**config.mk**
```make
export PLATFORM = sky130hd
export DESIGN_NAME = uart_frame_parser_flat
export DESIGN_NICKNAME = d
export VERILOG_FILES = /design/src/rtl/uart_frame_parser_pkg.sv /design/src/rtl/uart_frame_parser_if.sv /design/src/rtl/uart_frame_parser_gap_timer.sv /design/src/rtl/uart_frame_parser.sv /design/src/flat_wrapper.sv
export SDC_FILE = /design/constraint.sdc
export NUM_CORES = 1
export LEC_CHECK = 0
export BUFFER_PORTS_ARGS = -buffer_cell sky130_fd_sc_hd__buf_2
export CORE_MARGIN = 1.5
export CORE_UTILIZATION = 34
export DETAILED_ROUTE_END_ITERATION = 16
export GPL_TIMING_DRIVEN = 0
export SKIP_LAST_GASP = 1
export SYNTH_ARGS = -nofsm -noshare
export SYNTH_HDL_FRONTEND = slang
export SYNTH_SLANG_ARGS = --single-unit
```
**constraint.sdc**
```tcl
create_clock -name clk_50M -period 2.3 [get_ports clk_50M]
set_clock_uncertainty 0.2 [all_clocks]
set_input_delay 0.115 -clock clk_50M [delete_from_list [all_inputs] [get_ports clk_50M]]
set_output_delay 0.115 -clock clk_50M [all_outputs]
set_load 0.05 [all_outputs]
```
**src/rtl/uart_frame_parser_pkg.sv**
```systemverilog
// Shared constants and types for the UART command-frame parser.
// Holds the sync bytes, frame geometry, FSM encoding and function codes.
package uart_frame_parser_pkg;

    localparam logic [7:0]  DEF_HDR0        = 8'hA5;
    localparam logic [7:0]  DEF_HDR1        = 8'h5A;
    localparam int unsigned N_DATA          = 11;
    localparam int unsigned IDX_W           = $clog2(N_DATA);
    localparam int unsigned DEF_TIMEOUT_CYC = 50000;

    localparam logic [7:0]  FUNC_HS_PWM     = 8'h01;
    localparam logic [7:0]  FUNC_LS_PWM     = 8'h02;

    typedef enum logic [2:0] {
        ST_IDLE = 3'd0,
        ST_HDR1 = 3'd1,
        ST_FUNC = 3'd2,
        ST_DATA = 3'd3,
        ST_CSUM = 3'd4
    } state_t;

    function automatic logic func_is_known(input logic [7:0] f);
        return (f == FUNC_HS_PWM) || (f == FUNC_LS_PWM);
    endfunction

endpackage

```
**src/rtl/uart_frame_parser_if.sv**
```systemverilog
// Byte-in / frame-out bundle between uart_rx, the frame parser and uart_reg_mapper.
// rx_data is qualified by the one-cycle rx_done strobe; no backpressure exists, every strobe is a byte.
interface uart_frame_parser_if;

    logic [7:0] rx_data;
    logic       rx_done;
    logic [7:0] func_reg;
    logic [7:0] rev_data1;
    logic [7:0] rev_data2;
    logic [7:0] rev_data3;
    logic [7:0] rev_data4;
    logic [7:0] rev_data5;
    logic [7:0] rev_data6;
    logic [7:0] rev_data7;
    logic [7:0] rev_data8;
    logic [7:0] rev_data9;
    logic [7:0] rev_data10;
    logic [7:0] rev_data11;
    logic       pack_done;
    logic       csum_err;
    logic       timeout_err;

    modport master (
        output rx_data, rx_done,
        input  func_reg, rev_data1, rev_data2, rev_data3, rev_data4, rev_data5,
               rev_data6, rev_data7, rev_data8, rev_data9, rev_data10, rev_data11,
               pack_done, csum_err, timeout_err
    );

    modport slave (
        input  rx_data, rx_done,
        output func_reg, rev_data1, rev_data2, rev_data3, rev_data4, rev_data5,
               rev_data6, rev_data7, rev_data8, rev_data9, rev_data10, rev_data11,
               pack_done, csum_err, timeout_err
    );

endinterface

```
**src/rtl/uart_frame_parser_gap_timer.sv**
```systemverilog
// Inter-byte gap timer: counts while a frame is open, restarts on every byte,
// and flags expiry on the LIMIT-th idle cycle unless a byte arrives that same cycle.
module uart_frame_parser_gap_timer #(
    parameter int unsigned LIMIT = 50000
) (
    input  logic clk_50M,
    input  logic rst_n,
    input  logic i_run,
    input  logic i_clear,
    output logic o_expire
);

    localparam int unsigned CW = $clog2(LIMIT);

    logic [CW-1:0] r_cnt;
    logic          w_at_limit;

    assign w_at_limit = (r_cnt == CW'(LIMIT - 1));
    assign o_expire   = i_run && !i_clear && w_at_limit;

    always_ff @(posedge clk_50M or negedge rst_n) begin
        if (!rst_n) begin
            r_cnt <= '0;
        end else if (!i_run || i_clear || w_at_limit) begin
            r_cnt <= '0;
        end else begin
            r_cnt <= r_cnt + 1'b1;
        end
    end

endmodule

```
**src/rtl/uart_frame_parser.sv**
```systemverilog
// Assembles A5 5A | func | 11 data | checksum frames from uart_rx bytes and
// publishes func/payload with a one-cycle pack_done only when the checksum matches.
module uart_frame_parser
    import uart_frame_parser_pkg::*;
#(
    parameter logic [7:0]  HDR0        = DEF_HDR0,
    parameter logic [7:0]  HDR1        = DEF_HDR1,
    parameter int unsigned TIMEOUT_CYC = DEF_TIMEOUT_CYC
) (
    input  logic                clk_50M,
    input  logic                rst_n,
    uart_frame_parser_if.slave  if_frame,
    output state_t              o_dbg_state
);

    state_t           r_state;
    state_t           w_next;
    logic [IDX_W-1:0] r_idx;
    logic [7:0]       r_sum;
    logic [7:0]       r_func_sh;
    logic [7:0]       r_shadow [N_DATA];
    logic [7:0]       r_func;
    logic [7:0]       r_rev [N_DATA];
    logic             r_pack_done;
    logic             r_csum_err;
    logic             r_timeout_err;

    logic             w_byte;
    logic             w_run;
    logic             w_expire;
    logic             w_last_data;
    logic             w_load_func;
    logic             w_load_data;
    logic             w_publish;
    logic             w_reject;

    assign w_byte      = if_frame.rx_done;
    assign w_run       = (r_state != ST_IDLE);
    assign w_last_data = (r_idx == IDX_W'(N_DATA - 1));
    assign o_dbg_state = r_state;

    uart_frame_parser_gap_timer #(
        .LIMIT (TIMEOUT_CYC)
    ) u_frame_gap_timer (
        .clk_50M  (clk_50M),
        .rst_n    (rst_n),
        .i_run    (w_run),
        .i_clear  (w_byte),
        .o_expire (w_expire)
    );

    always_ff @(posedge clk_50M or negedge rst_n) begin
        if (!rst_n) begin
            r_state <= ST_IDLE;
        end else begin
            r_state <= w_next;
        end
    end

    // Expiry is already masked by a same-cycle byte inside the timer.
    always_comb begin
        w_next = r_state;
        if (w_expire) begin
            w_next = ST_IDLE;
        end else if (w_byte) begin
            case (r_state)
                ST_IDLE: if (if_frame.rx_data == HDR0) w_next = ST_HDR1;
                ST_HDR1: begin
                    if (if_frame.rx_data == HDR1)      w_next = ST_FUNC;
                    else if (if_frame.rx_data == HDR0) w_next = ST_HDR1;
                    else                               w_next = ST_IDLE;
                end
                ST_FUNC: w_next = ST_DATA;
                ST_DATA: if (w_last_data) w_next = ST_CSUM;
                ST_CSUM: w_next = ST_IDLE;
                default: w_next = ST_IDLE;
            endcase
        end
    end

    always_comb begin
        w_load_func = 1'b0;
        w_load_data = 1'b0;
        w_publish   = 1'b0;
        w_reject    = 1'b0;
        if (w_byte) begin
            case (r_state)
                ST_FUNC: w_load_func = 1'b1;
                ST_DATA: w_load_data = 1'b1;
                ST_CSUM: begin
                    if (if_frame.rx_data == r_sum) w_publish = 1'b1;
                    else                           w_reject  = 1'b1;
                end
                default: ;
            endcase
        end
    end

    // Shadow buffer fills in the background so a bad frame never disturbs the outputs.
    always_ff @(posedge clk_50M or negedge rst_n) begin
        if (!rst_n) begin
            r_idx     <= '0;
            r_sum     <= '0;
            r_func_sh <= '0;
            for (int i = 0; i < N_DATA; i++) r_shadow[i] <= '0;
        end else if (w_load_func) begin
            r_func_sh <= if_frame.rx_data;
            r_sum     <= if_frame.rx_data;
            r_idx     <= '0;
        end else if (w_load_data) begin
            r_shadow[r_idx] <= if_frame.rx_data;
            r_sum           <= r_sum + if_frame.rx_data;
            r_idx           <= r_idx + 1'b1;
        end
    end

    always_ff @(posedge clk_50M or negedge rst_n) begin
        if (!rst_n) begin
            r_func        <= '0;
            for (int i = 0; i < N_DATA; i++) r_rev[i] <= '0;
            r_pack_done   <= 1'b0;
            r_csum_err    <= 1'b0;
            r_timeout_err <= 1'b0;
        end else begin
            r_pack_done   <= w_publish;
            r_csum_err    <= w_reject;
            r_timeout_err <= w_expire;
            if (w_publish) begin
                r_func <= r_func_sh;
                for (int i = 0; i < N_DATA; i++) r_rev[i] <= r_shadow[i];
            end
        end
    end

    assign if_frame.func_reg    = r_func;
    assign if_frame.rev_data1   = r_rev[0];
    assign if_frame.rev_data2   = r_rev[1];
    assign if_frame.rev_data3   = r_rev[2];
    assign if_frame.rev_data4   = r_rev[3];
    assign if_frame.rev_data5   = r_rev[4];
    assign if_frame.rev_data6   = r_rev[5];
    assign if_frame.rev_data7   = r_rev[6];
    assign if_frame.rev_data8   = r_rev[7];
    assign if_frame.rev_data9   = r_rev[8];
    assign if_frame.rev_data10  = r_rev[9];
    assign if_frame.rev_data11  = r_rev[10];
    assign if_frame.pack_done   = r_pack_done;
    assign if_frame.csum_err    = r_csum_err;
    assign if_frame.timeout_err = r_timeout_err;

endmodule

```
**src/flat_wrapper.sv**
```systemverilog
// flat-port wrapper written by rule: the top's interface ports become plain ports
module uart_frame_parser_flat import uart_frame_parser_pkg::*;
#(
    parameter logic [7:0]  HDR0        = DEF_HDR0,
    parameter logic [7:0]  HDR1        = DEF_HDR1,
    parameter int unsigned TIMEOUT_CYC = DEF_TIMEOUT_CYC
)
  (clk_50M, rst_n, o_dbg_state, if_frame_rx_data, if_frame_rx_done, if_frame_func_reg, if_frame_rev_data1, if_frame_rev_data2, if_frame_rev_data3, if_frame_rev_data4, if_frame_rev_data5, if_frame_rev_data6, if_frame_rev_data7, if_frame_rev_data8, if_frame_rev_data9, if_frame_rev_data10, if_frame_rev_data11, if_frame_pack_done, if_frame_csum_err, if_frame_timeout_err);
  uart_frame_parser_if if_frame_i ();
  input  logic clk_50M;
  input  logic rst_n;
  output state_t o_dbg_state;
  input wire logic [$bits(if_frame_i.rx_data)-1:0] if_frame_rx_data;
  input wire logic [$bits(if_frame_i.rx_done)-1:0] if_frame_rx_done;
  output wire logic [$bits(if_frame_i.func_reg)-1:0] if_frame_func_reg;
  output wire logic [$bits(if_frame_i.rev_data1)-1:0] if_frame_rev_data1;
  output wire logic [$bits(if_frame_i.rev_data2)-1:0] if_frame_rev_data2;
  output wire logic [$bits(if_frame_i.rev_data3)-1:0] if_frame_rev_data3;
  output wire logic [$bits(if_frame_i.rev_data4)-1:0] if_frame_rev_data4;
  output wire logic [$bits(if_frame_i.rev_data5)-1:0] if_frame_rev_data5;
  output wire logic [$bits(if_frame_i.rev_data6)-1:0] if_frame_rev_data6;
  output wire logic [$bits(if_frame_i.rev_data7)-1:0] if_frame_rev_data7;
  output wire logic [$bits(if_frame_i.rev_data8)-1:0] if_frame_rev_data8;
  output wire logic [$bits(if_frame_i.rev_data9)-1:0] if_frame_rev_data9;
  output wire logic [$bits(if_frame_i.rev_data10)-1:0] if_frame_rev_data10;
  output wire logic [$bits(if_frame_i.rev_data11)-1:0] if_frame_rev_data11;
  output wire logic [$bits(if_frame_i.pack_done)-1:0] if_frame_pack_done;
  output wire logic [$bits(if_frame_i.csum_err)-1:0] if_frame_csum_err;
  output wire logic [$bits(if_frame_i.timeout_err)-1:0] if_frame_timeout_err;
  assign if_frame_i.rx_data = if_frame_rx_data;
  assign if_frame_i.rx_done = if_frame_rx_done;
  assign if_frame_func_reg = if_frame_i.func_reg;
  assign if_frame_rev_data1 = if_frame_i.rev_data1;
  assign if_frame_rev_data2 = if_frame_i.rev_data2;
  assign if_frame_rev_data3 = if_frame_i.rev_data3;
  assign if_frame_rev_data4 = if_frame_i.rev_data4;
  assign if_frame_rev_data5 = if_frame_i.rev_data5;
  assign if_frame_rev_data6 = if_frame_i.rev_data6;
  assign if_frame_rev_data7 = if_frame_i.rev_data7;
  assign if_frame_rev_data8 = if_frame_i.rev_data8;
  assign if_frame_rev_data9 = if_frame_i.rev_data9;
  assign if_frame_rev_data10 = if_frame_i.rev_data10;
  assign if_frame_rev_data11 = if_frame_i.rev_data11;
  assign if_frame_pack_done = if_frame_i.pack_done;
  assign if_frame_csum_err = if_frame_i.csum_err;
  assign if_frame_timeout_err = if_frame_i.timeout_err;
  uart_frame_parser #(.HDR0(HDR0), .HDR1(HDR1), .TIMEOUT_CYC(TIMEOUT_CYC)) u_core (.clk_50M(clk_50M), .rst_n(rst_n), .if_frame(if_frame_i), .o_dbg_state(o_dbg_state));
endmodule
```
==> results of run 1 <==
[metrics by stage]
stage               area [µm²]  total power (µW)  utilization  setup TNS (ps)
floorplan                 9340              4100            -               0
global placement         10300              4240        0.383         -726160
detailed placement       10400              4250        0.384          -25280
CTS                      11400              7980        0.421          -11140
global route             11500              8170        0.426          -14040
finish                   11500              7860        0.426           -2460
[how the worst max path moves through the flow]
stage / start / to / slack, ps / cells after the start
after floorplan: u_core.r_sum[6] / u_core.if_frame.rev_data10[0] / 3 / 9
after global placement: rst_n / u_core.o_dbg_state[1] / -3520 / 1
after detailed placement: if_frame_rx_data[1] / u_core.r_sum[6] / -360 / 8
after CTS: u_core.r_sum[0] / u_core.if_frame.rev_data8[2] / -160 / 9
after global routing: u_core.r_sum[0] / u_core.if_frame.rev_data7[6] / -180 / 9
final: u_core.r_sum[0] / u_core.if_frame.rev_data8[2] / -60 / 9
[worst register-to-register path, cell delays in order, from the launching register on]
cell and delay [ps]:
dfrtp_1 410, ha_4 240, nor4_4 250, nand2_1 110
nor4_4 180, nand2b_1 100, buf_6 150, buf_12 150
buf_12 150, mux2_4 300
[routing by layer]
metal	up-vias	global-route usage	routed length (µm)	share of wire
li1	2645	-	-	-
met1	2884	0.215	10100	0.49
met2	131	0.235	9250	0.45
met3	31	0.0276	882	0.043
met4	0	0.0404	511	0.025
met5	-	0	0	0
[power by group through the flow]
stage | registers, µW | clock network, µW | logic, µW
floorplan | 4050 | 0 | 49.1
global placement | 4050 | 0 | 189
detailed placement | 4050 | 0 | 199
CTS | 3980 | 3790 | 222
global route | 3970 | 3950 | 244
finish | 3980 | 3670 | 213
[cells by family (layout without fill, tap and decap cells)]
kind of cell	count (synthesis)	count (layout)	synth area share
AO/OA/AOI/OAI	50	50	0.0320
adder cells (fa/ha/maj)	13	13	0.0182
other	0	1	0
XOR/XNOR	18	18	0.0169
AND/OR/NAND/NOR	123	123	0.0688
multiplexers	187	187	0.236
buffers and inverters	41	214	0.0221
flip-flops	226	226	0.606
[timing repair]
item | CTS | global route
gates resized for setup | 21 | 18
setup buffers | 6 | 5
gates cloned | 0 | 2
pin swaps | 3 | 2
hold endpoints to repair | 147 | 0
hold buffers | 10 | 0
endpoints found under the setup margin | 152 | 124
[placed cells by master, fill, tap and decap left out, types with 7 or more instances in the layout]
cell type,netlist,layout
nor2_1,25,25
buf_2,18,122
mux2_4,29,29
o21ai_0,26,26
nand2_1,38,37
a21oi_1,8,8
dfrtp_1,226,225
xor2_1,9,9
inv_1,7,7
ha_1,12,9
nor3_1,9,7
dlygate4sd3_1,0,10
xnor2_1,9,9
mux2i_1,8,8
buf_4,0,9
mux2_2,149,149
nand3_1,12,12
clkbuf_1,10,18
clkbuf_16,0,27
[layout make-up]
| type | count | area [µm²] | area share |
|---|---|---|---|
| Sequential cell | 226 | 5660 | 0.493 |
| Multi-Input combinational cell | 391 | 3550 | 0.309 |
| Timing Repair Buffer | 135 | 851 | 0.0742 |
| Clock buffer | 38 | 714 | 0.0623 |
| Tap cell | 341 | 427 | 0.0372 |
| Buffer | 29 | 218 | 0.0190 |
| Inverter | 8 | 30.0 | 0.00262 |
| Clock inverter | 4 | 26.3 | 0.00229 |
| Antenna cell | 1 | 2.50 | 0.000218 |
==> summary.txt, run 1 <==
Status
  • Status: complete, but fails checks
  • Failing checks: negative setup slack

Timing
  • Clock period minus worst slack: 2360 ps
  • Worst setup margin: -63.6 ps
  • RSZ-0062 raised after global routing: yes
  • Final hold vios: 0
  • Slew HR: 0.380
  • Part of the cycle the worst path needs: 1.03
  • Hold WS: 24.2 ps
  • Max frequency: 423 MHz
  • Least-Margin Pin Slew: 930 ps
  • Max-slew violations: 0
  • Number of setup violations in the final report: 84

Floorplan
  • Die Ht: 169 µm
  • Core area: 27,000 µm²
  • Core Rows: 60
  • Horiz. Die Dim: 169 µm
  • I/O pins: 113
  • Initial Util: 0.346
  • Die area: 28,500 µm²

Global route
  • GRT Util Overall: 0.151
  • Global-route wire length before repair: 33,300 µm
  • Largest net degree at the start of global routing: 116
  • Grt ovf: 0
  • Vias in the first global route: 5,806
  • Antenna violations before repair: 0

Layout
  • Fillers: 2,492
  • Synth-to-Final Area Change: 22.9%
  • Biggest register: u_core.r_shadow
  • Fraction of layout cells with a size suffix above 1: 0.444
  • Regs by FF count: u_core.r_shadow (88), u_core.u_frame_gap_timer.r_cnt (16)
  • Finished Layout Cells: 1,173
  • Max reg flops: 88
  • Final #Nets: 840

Synth
  • Post-synth EDFFs: 0
  • Ys flop type: dfrtp_1
  • Mapped Cells: 658
  • Most instantiated cells after synthesis: dfrtp_1, mux2_2, nand2_1, mux2_4, o21ai_0
  • Netlist cell types: 52
  • Synth area leader: dfrtp_1
  • Syn Nets: 682
  • Synth top area share: 0.606
  • Avg Cell Area, Syn: 14.2 µm²
  • Top cells by area, synth: dfrtp_1, mux2_2, mux2_4, ha_1, nand2_1
  • Yosys Warn Count: 0
  • Sequential area share after synthesis: 0.606
  • Fraction of registers with async set or reset after synthesis: 1.00
  • Top-count cell post-synth: dfrtp_1
  • Mapped Area: 9340 µm²
  • Yosys reg bits: 226

Clock network
  • TritonCTS Buffers: 25
  • CTS tree: done
  • Root Driver: clkbuf_16
  • Htree depth: 1
  • Worst-Skew Late Latency: 520 ps
  • Reg clk slew, reported paths: 60 ps
  • CTS sink cnt: 226
  • Worst-case clock buffer depth: 3

Worst hold path
  • Worst hold-check path type: input pin to flop
  • Hold-critical path endpoint: u_core.r_sum[0]
  • Hold depth: 4
  • Worst Min Path Start: if_frame_rx_data[0]

Setup path
  • Slowest-stage cell, CP: dfrtp_1
  • Required @ worst endpoint: 2500 ps
  • Crit-path cells: ha_4, nor4_4, nand2_1, nor4_4, nand2b_1, buf_6, buf_12, buf_12, mux2_4
  • Crit path max fanout: 10
  • Reg-to-reg endpoint: u_core.if_frame.rev_data8[2]
  • RR Startpoint: u_core.r_sum[0]
  • Startpoint types: flop
  • Crit path capture type: flop
  • Slowest stage delay, CP: 410 ps
  • R2R cell count: 9
  • Reg2Reg Setup Slack: -60 ps
  • Buffers & Inverters on Critical Path: 3
  • Worst path top cell family by delay: simple AND/OR/NAND/NOR gates
  • Critical path class: flop to flop
  • Crit path DAT: 2570 ps

Pwr
  • Logic pwr share: 0.027
  • Clock network fraction of total power: 0.467
  • Share of power burned in registers: 0.506
  • VDD IR max: 0.446 mV
  • Switch Pwr: 1710 µW
  • Internal: 6150 µW
  • Static Leak: 0.00601 µW
  • Cell area power density: 685 nW/µm²
  • Switching Share: 0.217

Detailed routing
  • Antenna Violating Nets Remaining: 0
  • DRT iter0 DRCs: 270
  • Remaining DRCs: 0
  • Drt first pass iters: 4
  • Avg WL per Cell: 17.7 µm
  • Via-to-Cell Ratio: 4.85
  • Post-Route WL: 20,700 µm
  • Via count: 5,691

Place
  • DP Cell Count: 1,111
  • RePlAce Congestion: 0.784
  • Dpl hpwl: 13,200 µm
  • Post-placement setup slack: -364 ps
  • PortBufs: 111

Run
  • Max_cap viols: 0
(Power assumes the default switching activity.)
==> inputs of run 2 (changes only) <==
CORE_ASPECT_RATIO = 0.9   (was not set)
==> run 2 against run 1 <==
The flow finishes with violations (negative hold slack, negative setup slack). Global-route usage fell by 0.25 points. Count of clock-buffer cells in the layout down 5. Core utilization rose by 0.64 points. Critical path depth is the same. First-iteration DRC count is 4.8% higher. Via count fell by 0.16%. Design area is 1.5% higher. Register-to-register slack about the same. Sequential cell count is the same. Maximum frequency hardly changed. Critical path type unchanged. Largest power group is now clock.
==> summary.txt, run 2 (synthesis results as in run 1) <==
Timing
  • Final hold vios: 1 (was 0)
  • RSZ-0062 raised after global routing: yes (unchanged)
  • Max-slew violations: 0 (unchanged)
  • Clock period minus worst slack: 2360 ps (about the same)
  • Hold WS: -27.8 ps (was 24.2 ps)
  • Least-Margin Pin Slew: 1010 ps (was 930 ps)
  • Part of the cycle the worst path needs: 1.03 (about the same)
  • Max frequency: 423 MHz (about the same)
  • Worst setup margin: -63.6 ps (about the same)
  • Slew HR: 0.324 (was 0.380)
  • Number of setup violations in the final report: 77 (was 84)

Clock network
  • Worst-Skew Late Latency: 520 ps (about the same)
  • Htree depth: 1 (unchanged)
  • CTS sink cnt: 226 (unchanged)
  • CTS tree: done (unchanged)
  • Worst-case clock buffer depth: 3 (unchanged)
  • Reg clk slew, reported paths: 60 ps (about the same)
  • TritonCTS Buffers: 25 (unchanged)
  • Root Driver: clkbuf_16 (unchanged)

Floorplan
  • Die area: 28,500 µm² (about the same)
  • Horiz. Die Dim: 178 µm (was 169 µm)
  • Die Ht: 160 µm (was 169 µm)
  • Core Rows: 57 (was 60)
  • Core area: 27,000 µm² (about the same)
  • I/O pins: 113 (unchanged)
  • Initial Util: 0.346 (about the same)

Pwr
  • Cell area power density: 703 nW/µm² (was 685 nW/µm²)
  • VDD IR max: 0.561 mV (was 0.446 mV)
  • Static Leak: 0.00607 µW (was 0.00601 µW)

Setup path
  • Startpoint types: flop (unchanged)
  • Crit path max fanout: 10 (unchanged)
  • Crit path DAT: 2570 ps (about the same)
  • Critical path class: flop to flop (unchanged)
  • Critical Path Start: u_core.r_sum[6] (was u_core.r_sum[0])
  • RR Startpoint: u_core.r_sum[6] (was u_core.r_sum[0])
  • R2R cell count: 9 (unchanged)
  • Required @ worst endpoint: 2500 ps (about the same)
  • Crit path capture type: flop (unchanged)

Layout
  • Commonest cells after routing, fill and taps aside: dfrtp_1, mux2_2, buf_2 (unchanged)
  • Regs by FF count: u_core.r_shadow (88), u_core.u_frame_gap_timer.r_cnt (16) (unchanged)
  • Biggest register: u_core.r_shadow (unchanged)
  • Max reg flops: 88 (unchanged)
  • Final #Nets: 845 (was 840)
  • Final Core Density: 0.432 (was 0.426)
  • Synth-to-Final Area Change: 24.8% (was 22.9%)
  • Fraction of layout cells with a size suffix above 1: 0.467 (was 0.444)
  • Commonest non-fill, non-tap cell in the layout: dfrtp_1 (unchanged)
  • Fillers: 2,536 (was 2,492)
  • Post-route cell area: 11,600 µm² (was 11,500 µm²)

Detailed routing
  • Post-Route WL: 21,000 µm (was 20,700 µm)
  • Avg WL per Cell: 17.6 µm (was 17.7 µm)
  • Antenna Violating Nets Remaining: 0 (unchanged)
  • Via count: 5,682 (was 5,691)
  • Via-to-Cell Ratio: 4.75 (was 4.85)
  • Drt first pass iters: 7 (was 4)
  • DRT iter0 DRCs: 283 (was 270)
  • Remaining DRCs: 0 (unchanged)

Worst hold path
  • Hold depth: 4 (unchanged)
  • Worst Min Path Start: if_frame_rx_data[0] (unchanged)
  • Worst hold-check path type: input pin to flop (unchanged)

Run
  • Max_cap viols: 0 (unchanged)

Status
  • Failing checks: negative hold slack, negative setup slack (was negative setup slack)
  • Status: complete, but fails checks (unchanged)

Global route
  • GRT Util Overall: 0.148 (was 0.151)
  • Global-route wire length before repair: 32,700 µm (was 33,300 µm)
  • Largest net degree at the start of global routing: 121 (was 116)
  • Vias in the first global route: 5,695 (was 5,806)
  • Grt ovf: 0 (unchanged)
  • Antenna violations before repair: 1 (was 0)

Place
  • PortBufs: 111 (unchanged)
  • Post-DP Area: 10,400 µm² (about the same)
  • RePlAce Congestion: 0.810 (was 0.784)
  • Dpl hpwl: 13,300 µm (was 13,200 µm)
## run 2: cell types whose count changed in the layout (fill, tap and decap cells not counted), sizes merged
cell,previous run,this run
clkinvlp,1,3
clkbuf,50,48
bufinv,0,2
clkinv,3,8
dlygate4sd3,10,11
buf,142,143
## run 2: worst paths after layout
| path | slack, ps | endpoint |
|---|---|---|
| max reg2reg | -60 | u_core.if_frame.rev_data8[0] |
| max | -60 | u_core.if_frame.rev_data8[0] |
| min reg2reg | 280 | u_core.r_shadow[9] |
| max in group asynchronous | 800 | u_core.r_shadow[19] |
| min in group asynchronous | 30 | u_core.if_frame.rev_data1[6] |
| min | -30 | u_core.r_sum[0] |
## run 2: metrics by stage
step	setup TNS, ps	hold WS (ps)	total power (µW)	cells	setup WS, ps
after floorplan	0	-381	4100	658	2.79
after global placement	-734770	232	4240	1123	-3570
after detailed placement	-30090	30.7	4250	1124	-374
after CTS	-17600	-213	8340	1190	-217
after global routing	-13590	28.1	8500	1194	-186
final	-2710	-27.8	8190	1195	-63.6
## run 2: power breakdown
part           switching (µW)  internal, µW  total [µW]
Sequential              0.200          3980        3980
Combinational             165          52.1         217
Clock                    1610          2390        4000
Total                    1770          6420        8190
## run 2: worst max-delay path, stage by stage, from the launching register on
cell and delay (ps):
dfrtp_1 400, ha_4 240, nor4_4 250, nand2_1 110, nor4_4 190, nand2b_1 110
buf_6 150, buf_12 140, buf_12 150, mux2_4 290
## run 2: per-layer routing
layer / share of wire / wire length (µm) / vias to the layer above / GRT usage
met5: 0 / 0 / - / 0
met4: 0.026 / 545 / 0 / 0.0432
met3: 0.045 / 937 / 40 / 0.0298
met2: 0.44 / 9260 / 119 / 0.225
met1: 0.49 / 10300 / 2877 / 0.213
li1: - / - / 2646 / -
## run 2: what timing repair did
| item | 4_1_cts | 5_1_grt |
|---|---|---|
| buffers inserted | 10 | 6 |
| cloned | 0 | 1 |
| hold endpoints to repair | 146 | 3 |
| gates resized for setup | 37 | 23 |
| pin swaps | 3 | 3 |
| endpoints found under the setup margin | 173 | 186 |
| hold buffers | 10 | 1 |
## run 2: area by class of cell
cell class | count | area [µm²] | area share
clock buffers | 33 | 706 | 0.0606
well taps | 354 | 443 | 0.0380
plain buffers | 29 | 215 | 0.0185
clock inverters | 13 | 130 | 0.0112
multi-input cells | 391 | 3580 | 0.307
flip-flops and latches | 226 | 5660 | 0.486
diodes | 1 | 2.50 | 0.000215
inverters | 8 | 30.0 | 0.00258
repair buffers | 140 | 886 | 0.0761
==> inputs of run 3 (changes only) <==
CORE_UTILIZATION = 30   (was 34)
==> run 3 against run 2 <==
The run ends with negative setup slack left. Critical path type unchanged. Cell count rose by 4.4%. Critical path depth did not move. Core utilization fell by 4.2 points. Sequential power barely moved. Global-route usage fell by 0.65 points. Via count rose by 0.88%. Setup slack got worse by 22 ps. First-iteration DRC count fell by 24%. Non-clock buffer count rose by 8. Highest routed layer unchanged. Largest power group is now registers. Critical endpoint is now u_core.if_frame.rev_data9[0]. Count of clock-buffer cells in the layout fell by 3.
==> summary.txt, run 3 (synthesis results as in run 1) <==
Pwr
  • Logic pwr share: 0.028 (was 0.026)
  • Pwr Total: 8090 µW (was 8190 µW)
  • Switching Share: 0.210 (was 0.216)
  • Cell area power density: 674 nW/µm² (was 703 nW/µm²)
  • Static Leak: 0.00621 µW (was 0.00607 µW)
  • Clock network fraction of total power: 0.480 (was 0.488)
  • Switch Pwr: 1690 µW (was 1770 µW)
  • VDD IR max: 0.517 mV (was 0.561 mV)
  • Internal: 6390 µW (was 6420 µW)
  • Share of power burned in registers: 0.492 (was 0.486)

Setup path
  • Worst path top cell family by delay: simple AND/OR/NAND/NOR gates (unchanged)
  • Crit path DAT: 2580 ps (was 2570 ps)
  • Setup crit end: u_core.if_frame.rev_data9[0] (was u_core.if_frame.rev_data8[0])
  • Buffers & Inverters on Critical Path: 3 (unchanged)
  • Startpoint types: flop (unchanged)
  • Crit path capture type: flop (unchanged)
  • Reg-to-reg endpoint: u_core.if_frame.rev_data9[0] (was u_core.if_frame.rev_data8[0])
  • Reg2Reg Setup Slack: -90 ps (was -60 ps)
  • Crit path max fanout: 5 (was 10)
  • Crit-path cells: ha_4, nor4_4, nand2_1, nor4_4, nand2b_1, buf_6, buf_12, buf_12, mux2_4 (unchanged)
  • RR Startpoint: u_core.r_sum[1] (was u_core.r_sum[6])
  • Slowest stage delay, CP: 410 ps (was 400 ps)
  • Slowest-stage cell, CP: dfrtp_1 (unchanged)
  • Required @ worst endpoint: 2490 ps (was 2500 ps)
  • Critical Path Start: u_core.r_sum[1] (was u_core.r_sum[6])
  • Critical path class: flop to flop (unchanged)
  • R2R cell count: 9 (unchanged)
  • Critical path depth in cells: 9 (unchanged)

Place
  • Post-placement setup slack: -389 ps (was -374 ps)
  • DP Cell Count: 1,180 (was 1,124)
  • Dpl hpwl: 13,700 µm (was 13,300 µm)
  • RePlAce Congestion: 0.752 (was 0.810)
  • PortBufs: 111 (unchanged)

Status
  • Failing checks: negative setup slack (was negative hold slack, negative setup slack)
  • Status: complete, but fails checks (unchanged)

Floorplan
  • I/O pins: 113 (unchanged)
  • Initial Util: 0.304 (was 0.346)
  • Core Rows: 61 (was 57)
  • Die Ht: 170 µm (was 160 µm)
  • Core area: 30,800 µm² (was 27,000 µm²)
  • Die area: 32,200 µm² (was 28,500 µm²)
  • Horiz. Die Dim: 189 µm (was 178 µm)

Detailed routing
  • Remaining DRCs: 0 (unchanged)
  • Via-to-Cell Ratio: 4.59 (was 4.75)
  • Post-Route WL: 22,300 µm (was 21,000 µm)
  • Antenna Violating Nets Remaining: 0 (unchanged)
  • Via count: 5,732 (was 5,682)
  • DRT iter0 DRCs: 216 (was 283)
  • Avg WL per Cell: 17.9 µm (was 17.6 µm)
  • Drt first pass iters: 4 (was 7)

Global route
  • GRT Util Overall: 0.142 (was 0.148)
  • Grt ovf: 0 (unchanged)
  • Vias in the first global route: 5,899 (was 5,695)
  • Largest net degree at the start of global routing: 100 (was 121)
  • Global-route wire length before repair: 35,100 µm (was 32,700 µm)
  • Antenna violations before repair: 1 (unchanged)

Timing
  • Final hold vios: 0 (was 1)
  • Slew HR: 0.311 (was 0.324)
  • RSZ-0062 raised after global routing: yes (unchanged)
  • Max-slew violations: 0 (unchanged)
  • Worst setup margin: -85.2 ps (was -63.6 ps)
  • Max frequency: 419 MHz (was 423 MHz)
  • Number of setup violations in the final report: 96 (was 77)
  • Clock period minus worst slack: 2390 ps (was 2360 ps)
  • Part of the cycle the worst path needs: 1.04 (was 1.03)
  • Least-Margin Pin Slew: 1030 ps (was 1010 ps)

Worst hold path
  • Worst hold-check path type: input pin to flop (unchanged)

Layout
  • Commonest cells after routing, fill and taps aside: dfrtp_1, mux2_2, buf_2 (unchanged)
  • Synth-to-Final Area Change: 28.5% (was 24.8%)
  • Regs by FF count: u_core.r_shadow (88), u_core.u_frame_gap_timer.r_cnt (16) (unchanged)
  • Final #Nets: 852 (was 845)
  • Number of diodes: 0 (was 1)
  • Finished Layout Cells: 1,248 (was 1,195)
  • Fraction of layout cells with a size suffix above 1: 0.465 (was 0.467)
  • Biggest register: u_core.r_shadow (unchanged)
  • Commonest non-fill, non-tap cell in the layout: dfrtp_1 (unchanged)
  • Max reg flops: 88 (unchanged)
  • Multi-input gate area: 3570 µm² (was 3580 µm²)
  • Register area: 5660 µm² (unchanged)
  • Fillers: 2,921 (was 2,536)

Run
  • Max_cap viols: 0 (unchanged)

Clock network
  • Worst-Skew Late Latency: 510 ps (was 520 ps)
  • Root Driver: clkbuf_16 (unchanged)
  • CTS sink cnt: 226 (unchanged)
  • CTS tree: done (unchanged)
  • Worst-case clock buffer depth: 3 (unchanged)
  • Htree depth: 1 (unchanged)
  • Reg clk slew, reported paths: 60 ps (about the same)
  • TritonCTS Buffers: 24 (was 25)
-- run 3: cell count changes in the layout (fill, tap and decap cells not counted), sizes merged, moves of 2 or more --
cell	change
clkbuf	-4
buf	+9
clkinv	-4
clkinvlp	-2
-- run 3: area by class of cell --
| class | instances | area share |
|---|---|---|
| Sequential cell | 226 | 0.472 |
| Multi-Input combinational cell | 391 | 0.297 |
| Timing Repair Buffer | 144 | 0.0948 |
| Clock buffer | 30 | 0.0554 |
| Tap cell | 409 | 0.0426 |
| Buffer | 33 | 0.0262 |
| Clock inverter | 7 | 0.00970 |
| Inverter | 8 | 0.00250 |
-- run 3: worst min-delay path: stages --
cell and delay, ps:
buf_2 160, clkinv_1 300, o21ai_0 150
-- run 3: worst min path at each step --
stage | from | to | slack [ps] | cells after the start
finish | if_frame_rx_data[1] | u_core.r_shadow[25] | 60 | 3
CTS | if_frame_rx_data[6] | u_core.o_dbg_state[1] | 40 | 6
global route | if_frame_rx_data[6] | u_core.o_dbg_state[1] | 120 | 6
global placement | if_frame_rx_done | u_core.u_frame_gap_timer.r_cnt[2] | 210 | 2
detailed placement | rst_n | u_core.if_frame.rev_data6[5] | -180 | 1
floorplan | rst_n | u_core.if_frame.csum_err | -380 | 0
-- run 3: power groups by stage --
stage,sequential (µW),combinational [µW],clock [µW]
floorplan,4050,49.1,0
global placement,4050,192,0
global route,3970,261,4180
detailed placement,4050,207,0
finish,3980,230,3880
CTS,3980,235,4020
-- run 3: layer usage --
metal / global-route usage / up-vias / routed length, µm
met5: 0 / - / 0
met4: 0.0355 / 0 / 537
met3: 0.0243 / 33 / 900
met2: 0.229 / 119 / 10200
met1: 0.197 / 2918 / 10700
li1: - / 2662 / -
-- run 3: metrics by stage --
stage / hold WS, ps / TNS, ps / area, µm² / util
2_1_floorplan: -381 / 0 / 9340 / -
3_3_place_gp: 215 / -724510 / 10400 / 0.338
3_5_place_dp: -176 / -24760 / 10500 / 0.340
4_1_cts: 44.4 / -3350 / 11900 / 0.388
5_1_grt: 117 / -17360 / 12000 / 0.390
6_report: 63.7 / -5320 / 12000 / 0.390
-- run 3: repair_timing --
item                                    4_1_cts  5_1_grt
setup buffers                                 8        1
hold buffers                                 12        0
endpoints found under the hold margin       181        0
endpoints found under the setup margin      169      173
gates resized for setup                      57       17
cloned                                       10        0
